--- src/rtl/packet_injector.sv ---
// packet_injector: mesh-node traffic source driving the router local port with Req/Gnt/Full,
// destinations round-robin over the 3x3 mesh skipping the node itself.
module packet_injector #(
   parameter logic [5:0] routerID    = 6'b000_000,
   parameter int         packetwidth = 26,
   parameter int         GAP         = 4,
   parameter int         NUM_PACKETS = 8
) (
   input  logic                   clk,
   input  logic                   reset,
   input  logic                   en,
   input  logic                   DnStrFull,
   input  logic                   GntDnStr,
   output logic                   ReqDnStr,
   output logic [packetwidth-1:0] PacketOut,
   output logic [9:0]             SentCount,
   output logic                   Done
);
   localparam int GW = $clog2(GAP + 2);
   localparam logic [GW-1:0] gapLimit = GW'(GAP);
   localparam logic [9:0] lastCount = 10'(NUM_PACKETS);

   function automatic logic [5:0] stepDest(input logic [5:0] d);
      return d[2:0] == 3'd2 ? {d[5:3] == 3'd2 ? 3'd0 : d[5:3] + 3'd1, 3'd0} : {d[5:3], d[2:0] + 3'd1};
   endfunction

   function automatic logic [5:0] nextDest(input logic [5:0] d);
      return stepDest(d) == routerID ? stepDest(stepDest(d)) : stepDest(d);
   endfunction

   // the destination after the last mesh node is the first valid one
   localparam logic [5:0] firstDest = nextDest(6'b010_010);

   typedef enum logic {IDLE, REQ} state_t;
   state_t state;
   logic [9:0] packetID;
   logic [5:0] destID;
   logic [GW-1:0] gapCnt;

   always_ff @(posedge clk or negedge reset)
      if (!reset) begin
         state     <= IDLE;
         ReqDnStr  <= 1'b0;
         PacketOut <= '0;
         SentCount <= '0;
         Done      <= 1'b0;
         packetID  <= '0;
         destID    <= firstDest;
         gapCnt    <= '0;
      end else if (state == IDLE) begin
         if (en && !Done) begin
            if (gapCnt < gapLimit)
               gapCnt <= gapCnt + 1'b1;
            else if (!DnStrFull && !GntDnStr) begin
               PacketOut <= packetwidth'({1'b1, packetID, routerID, destID, packetID[2:0]});
               ReqDnStr  <= 1'b1;
               state     <= REQ;
            end
         end
      end else if (GntDnStr) begin
         ReqDnStr  <= 1'b0;
         SentCount <= SentCount + 10'd1;
         packetID  <= packetID + 10'd1;
         destID    <= nextDest(destID);
         gapCnt    <= '0;
         state     <= IDLE;
         if (NUM_PACKETS != 0 && SentCount + 10'd1 == lastCount)
            Done <= 1'b1;
      end
endmodule

--- config.mk ---
export PLATFORM = sky130hd
export DESIGN_NAME = packet_injector
export DESIGN_NICKNAME = d
export VERILOG_FILES = /design/src/rtl/packet_injector.sv
export SDC_FILE = /design/constraint.sdc
export NUM_CORES = 1
export LEC_CHECK = 0
export CAP_MARGIN = 10
export CORE_MARGIN = 2
export CORE_UTILIZATION = 51
export CTS_BUF_LIST = sky130_fd_sc_hd__clkbuf_4
export CTS_CLUSTER_DIAMETER = 30
export DETAILED_ROUTE_END_ITERATION = 8
export PLACE_DENSITY = 0.86
export SLEW_MARGIN = 15
export SYNTH_ARGS = -nofsm -noshare
export SYNTH_HDL_FRONTEND = slang
export SYNTH_SLANG_ARGS = --single-unit
--- constraint.sdc ---
create_clock -name clk -period 2.5 [get_ports clk]
set_input_delay 0.5 -clock clk [delete_from_list [all_inputs] [get_ports clk]]
set_output_delay 0.5 -clock clk [all_outputs]
set_load 0.05 [all_outputs]
# == Word-level counts from Yosys, hierarchy flattened ==
# Index checks and enable logic that the tools add are counted.
# word_totals
romBits,0
elab_cells,58
output_inout_bits,38
mem_count,0
latch_bits,0
in_bits,5
ff_bits,52
ram_bits,0
# classes
div,0
shifts,0
n_reduce_logical,14
n_eq_ne,7
bitwise_logic,2
muxes,19
mul,0
n_lt_le_gt_ge,1
n_addsub,7
# ops
operator,n
$add 10x1->10 const B,2
$mux 3,6
$mux 6,3
$add 3x1->3 const B,5
$eq 3x2->1 const B,4
$eq 10x4->1 const B,1
$mux 1,10
$reduce_and 4->1,2
$logic_not 6->1,1
$reduce_and 3->1,2
$reduce_bool 2->1,3
$ne 2x2->1 const B,2
$logic_not 1->1,3
$lt 3x3->1 const B,1
$logic_and 1x1->1,2
$not 1->1,2
$reduce_and 2->1,1

# == Depth between registers and ports, before layout ==
# Gate-level depths: netlist (run 1).
# logic_depth
word_depth,7
mapped_depth,6
depth_no_buf,5

# == Worst setup path after synthesis (run 1) ==
# OpenSTA, ideal clock, no wires.
# synth_timing
kind,flip-flop to flip-flop
from,register SentCount[0]
to,register Done
t_arrival_ns,1.708
path_buffers,0
slack_ns,0.673
required_ns,2.380
path_stages_with_launch,6
path_cell_list,dfrtp_1 > ha_1 > and3_2 > a211oi_1 > a41o_1 > a31o_1
# synth_via
elab_chain_cells,3
# synth_lines
item,line,rtl
"start, declared",16,"output logic [9:0] SentCount,"
"start signal, assigned",62,SentCount <= SentCount + 10'd1;
$add 10x1->10,67,if (NUM_PACKETS != 0 && SentCount + 10'd1 == lastCount)
$eq 10x4->1,67,
$reduce_and 3->1 (no source line),n/a,
"end signal, assigned",46,Done <= 1'b0;
"end signal, assigned",68,Done <= 1'b1;
"end, declared",17,output logic Done
# No other way between the ends.
# A chain may end at the register's enable or synchronous reset.

# == Worst setup path in the final report (run 1) ==
# layout_timing
from,register SentCount[4]
to,output SentCount[4]
# No word-level cell between the ends.

==> results of run 1 <==
-- cell families after synthesis --
family                     after synthesis  share of synthesized area [%]
xor gates and xnor gates                21                           7.82
DFF                                     49                           52.2
other                                    1                          0.159
and+or+nand+nor                         68                           15.5
buffers and inverters                   21                           6.65
AOI/OAI and AO/OA                       23                           7.02
muxes                                   18                           8.56
adders and majority gates                4                           2.13
-- how the worst max path moves through the flow --
stage,startpoint,end,slack [ps],cells past startpoint
4_1_cts,SentCount[4]$_DFFE_PN0P_,SentCount[4],170,1
6_report,SentCount[4]$_DFFE_PN0P_,SentCount[4],190,1
2_1_floorplan,SentCount[0]$_DFFE_PN0P_,Done$_DFFE_PN0P_,670,5
5_1_grt,SentCount[4]$_DFFE_PN0P_,SentCount[4],120,1
3_3_place_gp,GntDnStr,destID[3]$_DFFE_PN0P_,430,4
3_5_place_dp,GntDnStr,destID[3]$_DFFE_PN0P_,390,4
-- power by group --
group | internal, W | switching [W]
clock network | 0.000109 | 0.000262
registers | 0.000982 | 0.000232
logic | 0.000394 | 0.000656
total | 0.00148 | 0.00115
-- placed cells by master (no fill, tap or decap), drive strengths merged, types with 2 or more instances in the layout --
cell type / instances
nand3: 8
nor2b: 2
a21oi: 2
inv: 3
a311oi: 2
nor2: 14
clkbuf: 5
clkdlybuf4s50: 35
conb: 6
a211oi: 2
xor2: 6
xnor2: 15
o41ai: 2
o211ai: 2
and3: 5
clkinvlp: 3
nand2: 23
and4: 3
o21ai: 7
dfrtp: 48
mux2: 17
buf: 4
nand4: 4
nand2b: 2
nand3b: 2
ha: 4
-- metrics by stage --
stage                     std cells  total power (W)  worst slack (ps)  hold WS (ps)  area (sq um)
after detailed placement        283          0.00229               393           451          2670
after global placement          283          0.00226               425           455          2670
after CTS                       291          0.00266               168           206          2730
final                           291          0.00263               185           189          2730
after floorplan                 210          0.00199               673           204          2370
after global routing            291          0.00280               119           220          2730
-- final cells by class --
class,count,area share (%)
clock inverter,3,0.825
multi-input combinational,140,36.2
inverter,3,0.413
clock buffer,5,1.38
sequential,49,45.0
tap,52,2.38
timing repair buffer,39,13.8
-- metal layers --
metal  share of wire (%)  global-route usage (%)  wire (um)  up-vias
met5                   0                       0          0        -
met3                 4.4                    3.75        181        8
met4                 2.4                    11.1        101        0
met2                  49                    27.3       2040       43
met1                  44                    24.7       1830      780
li1                    -                       -          -      765
-- state kept, by name, summed over array words and instances, names as in the netlist, named ones only --
| name | flops |
|---|---|
| ReqDnStr | 1 |
| Done | 1 |
| state | 1 |
| destID | 5 |
| gapCnt | 3 |
| packetID | 10 |
| SentCount | 10 |
| PacketOut | 17 |
==> metrics.log, run 1 <==
INFO  metric post-cts-setup-buffers = 0
INFO  metric regArea = between 0.001 and 0.0015 sq mm
INFO  metric timing.critical_path.max_delay_family = buffers and inverters
INFO  metric syn-instance-count = a little over 200
INFO  metric core-area = between 0.004 and 0.005 sq mm
INFO  metric yosysWarnings = 0
INFO  metric syn2layout_area_growth = 16.0%
INFO  metric dr_total_vias = 1,596
INFO  metric ff2ff_path_depth = 5
INFO  metric synth.largest_area_cell = sky130_fd_sc_hd__dfrtp_1
INFO  metric drcViolationCount = 0
INFO  metric grt_antenna_before_repair = 0
INFO  metric timing.critical_path.slowest_stage_cell = sky130_fd_sc_hd__clkdlybuf4s50_1
INFO  metric clk_latency = 380 ps
INFO  metric number_of_synthesized_flops_with_an_enable_pin = 0
INFO  metric cts_buffers = 5
INFO  metric pwr_density_cell = between 900 and 1000 mW/mm^2
INFO  metric fin_crit_sh = 92.6%
INFO  metric synth-async-reset-ratio = 100%
INFO  metric antennaDiodeCount = 0
INFO  metric pin_count_of_the_biggest_net_entering_global_routing = 50
INFO  metric grt_setup_unrepaired = false
INFO  metric cts_tree = built
INFO  metric dieArea = slightly above 0.005 sq mm
INFO  metric multi_input_comb_area = approximately 1000 sq um
INFO  metric final_core_utilization = 62.2%
INFO  metric initial_utilization = 53.7%
INFO  metric grt_first_pass_wirelength = around 7300 um
INFO  metric startpoint_type = register
INFO  metric final-max-slew-violation-count = 0
INFO  metric first_global_vias = between 1,500 and 2,000
INFO  metric regToRegSetupSlack = roughly 830 ps
INFO  metric postRouteAntennaNets = 0
INFO  metric worst_slew_pin_slew = around 600 ps
INFO  metric leading_post_synthesis_cells_by_instance_count = sky130_fd_sc_hd__dfrtp_1 (48), sky130_fd_sc_hd__nand2_1 (23), sky130_fd_sc_hd__mux2_2 (16), sky130_fd_sc_hd__xnor2_1 (15), sky130_fd_sc_hd__nor2_1 (13)
INFO  metric post_synthesis_cell_area = 0.00235 sq mm
INFO  metric regToRegStartpoint = SentCount[0]$_DFFE_PN0P_
INFO  metric outcome = finished clean
INFO  metric max-vdd-ir-drop = between 500 and 600 uV
INFO  metric maximum_buffer_depth_of_the_clock_tree = 2
INFO  metric portBuffers = 36
INFO  metric drt_iter0_drc = ~110
INFO  metric worst_path_largest_cell_delay = 880 ps
INFO  metric critical_path.cell_chain = clkdlybuf4s50_1
INFO  metric synth_seq_cells = around 50
INFO  metric fin_nets = 247
INFO  metric synthDominantCellAreaShare = about half
INFO  metric synth_ff_type = sky130_fd_sc_hd__dfrtp_1
INFO  metric cp.required = 2000 ps
INFO  metric cts-resized-gates = 0
INFO  metric setup_viol = 0
INFO  metric final.fill_count = roughly 360
INFO  metric drt-wirelength-per-cell = roughly 14 um
INFO  metric gp_routability_congestion = approximately 0.76
INFO  metric path_max_fanout = 11
INFO  metric final_layout_size_suffix_gt1_share = 14.6%
INFO  metric timing_hold_violations_final = 0
INFO  metric worst-path-buf-inv = 1
INFO  metric max_cap_viol_count = 0
INFO  metric design.portCount = between 40 and 50
INFO  metric die_width = ~72 um
INFO  metric netlist-cell-type-count = 46
INFO  metric worstReg2RegEnd = Done$_DFFE_PN0P_
INFO  metric syn-mean-instance-area = roughly 11 sq um
INFO  metric clock-root-buffer = sky130_fd_sc_hd__clkbuf_4
INFO  metric post_drt_via_cell_ratio = about 5.5
INFO  metric synth.area.top_cells = sky130_fd_sc_hd__dfrtp_1 (51%), sky130_fd_sc_hd__mux2_2 (7.7%), sky130_fd_sc_hd__xnor2_1 (5.6%), sky130_fd_sc_hd__nand2_1 (3.7%), sky130_fd_sc_hd__buf_4 (3.5%)
INFO  metric final.setup_skew = 6.62 ps
INFO  metric endpoint_kind = primary output
INFO  metric post-synth-top-count-cell = sky130_fd_sc_hd__dfrtp_1
INFO  metric hold_class = in2async
INFO  metric drt-total-wl = just over 4000 um
INFO  metric die_y = just over 70 um
INFO  metric core.rowCount = 24
INFO  metric maxSlewHeadroom = 60.9%
INFO  metric cts_hold_buffers = 0
INFO  metric grt_remaining_overflow = 0
INFO  metric clock.fmax = between 0.4 and 0.5 GHz
INFO  metric ctsHtreeMaxLevel = 2
INFO  metric first_pass_iters = 4
INFO  metric worst_setup_hold_path_clk_slew = approximately 140 ps
INFO  metric place.detailed.hpwl = 2950 um
INFO  metric leakage = 1.21 nW
INFO  metric timing.final.crit_period = ~2300 ps
INFO  metric arrival = 1810 ps
INFO  metric worstSetupPathType = reg2out
INFO  metric ys_seq_area_share = ~52%
INFO  metric groute.usage.overall = approximately 18%
INFO  metric tritoncts_num_sinks = just under 50
INFO  metric final.setup.tns = 0 ps
Power figures use the tool's default switching activity.
==> run 2: changes to the inputs <==
--- a/config.mk
+++ b/config.mk
@@ -12,6 +12,7 @@
 export CTS_CLUSTER_DIAMETER = 30
 export DETAILED_ROUTE_END_ITERATION = 8
 export PLACE_DENSITY = 0.86
+export SKIP_LAST_GASP = 1
 export SLEW_MARGIN = 15
 export SYNTH_ARGS = -nofsm -noshare
 export SYNTH_HDL_FRONTEND = slang
==> results of run 2 <==
No change in the layout: final DEF, timing and power equal those of run 1.
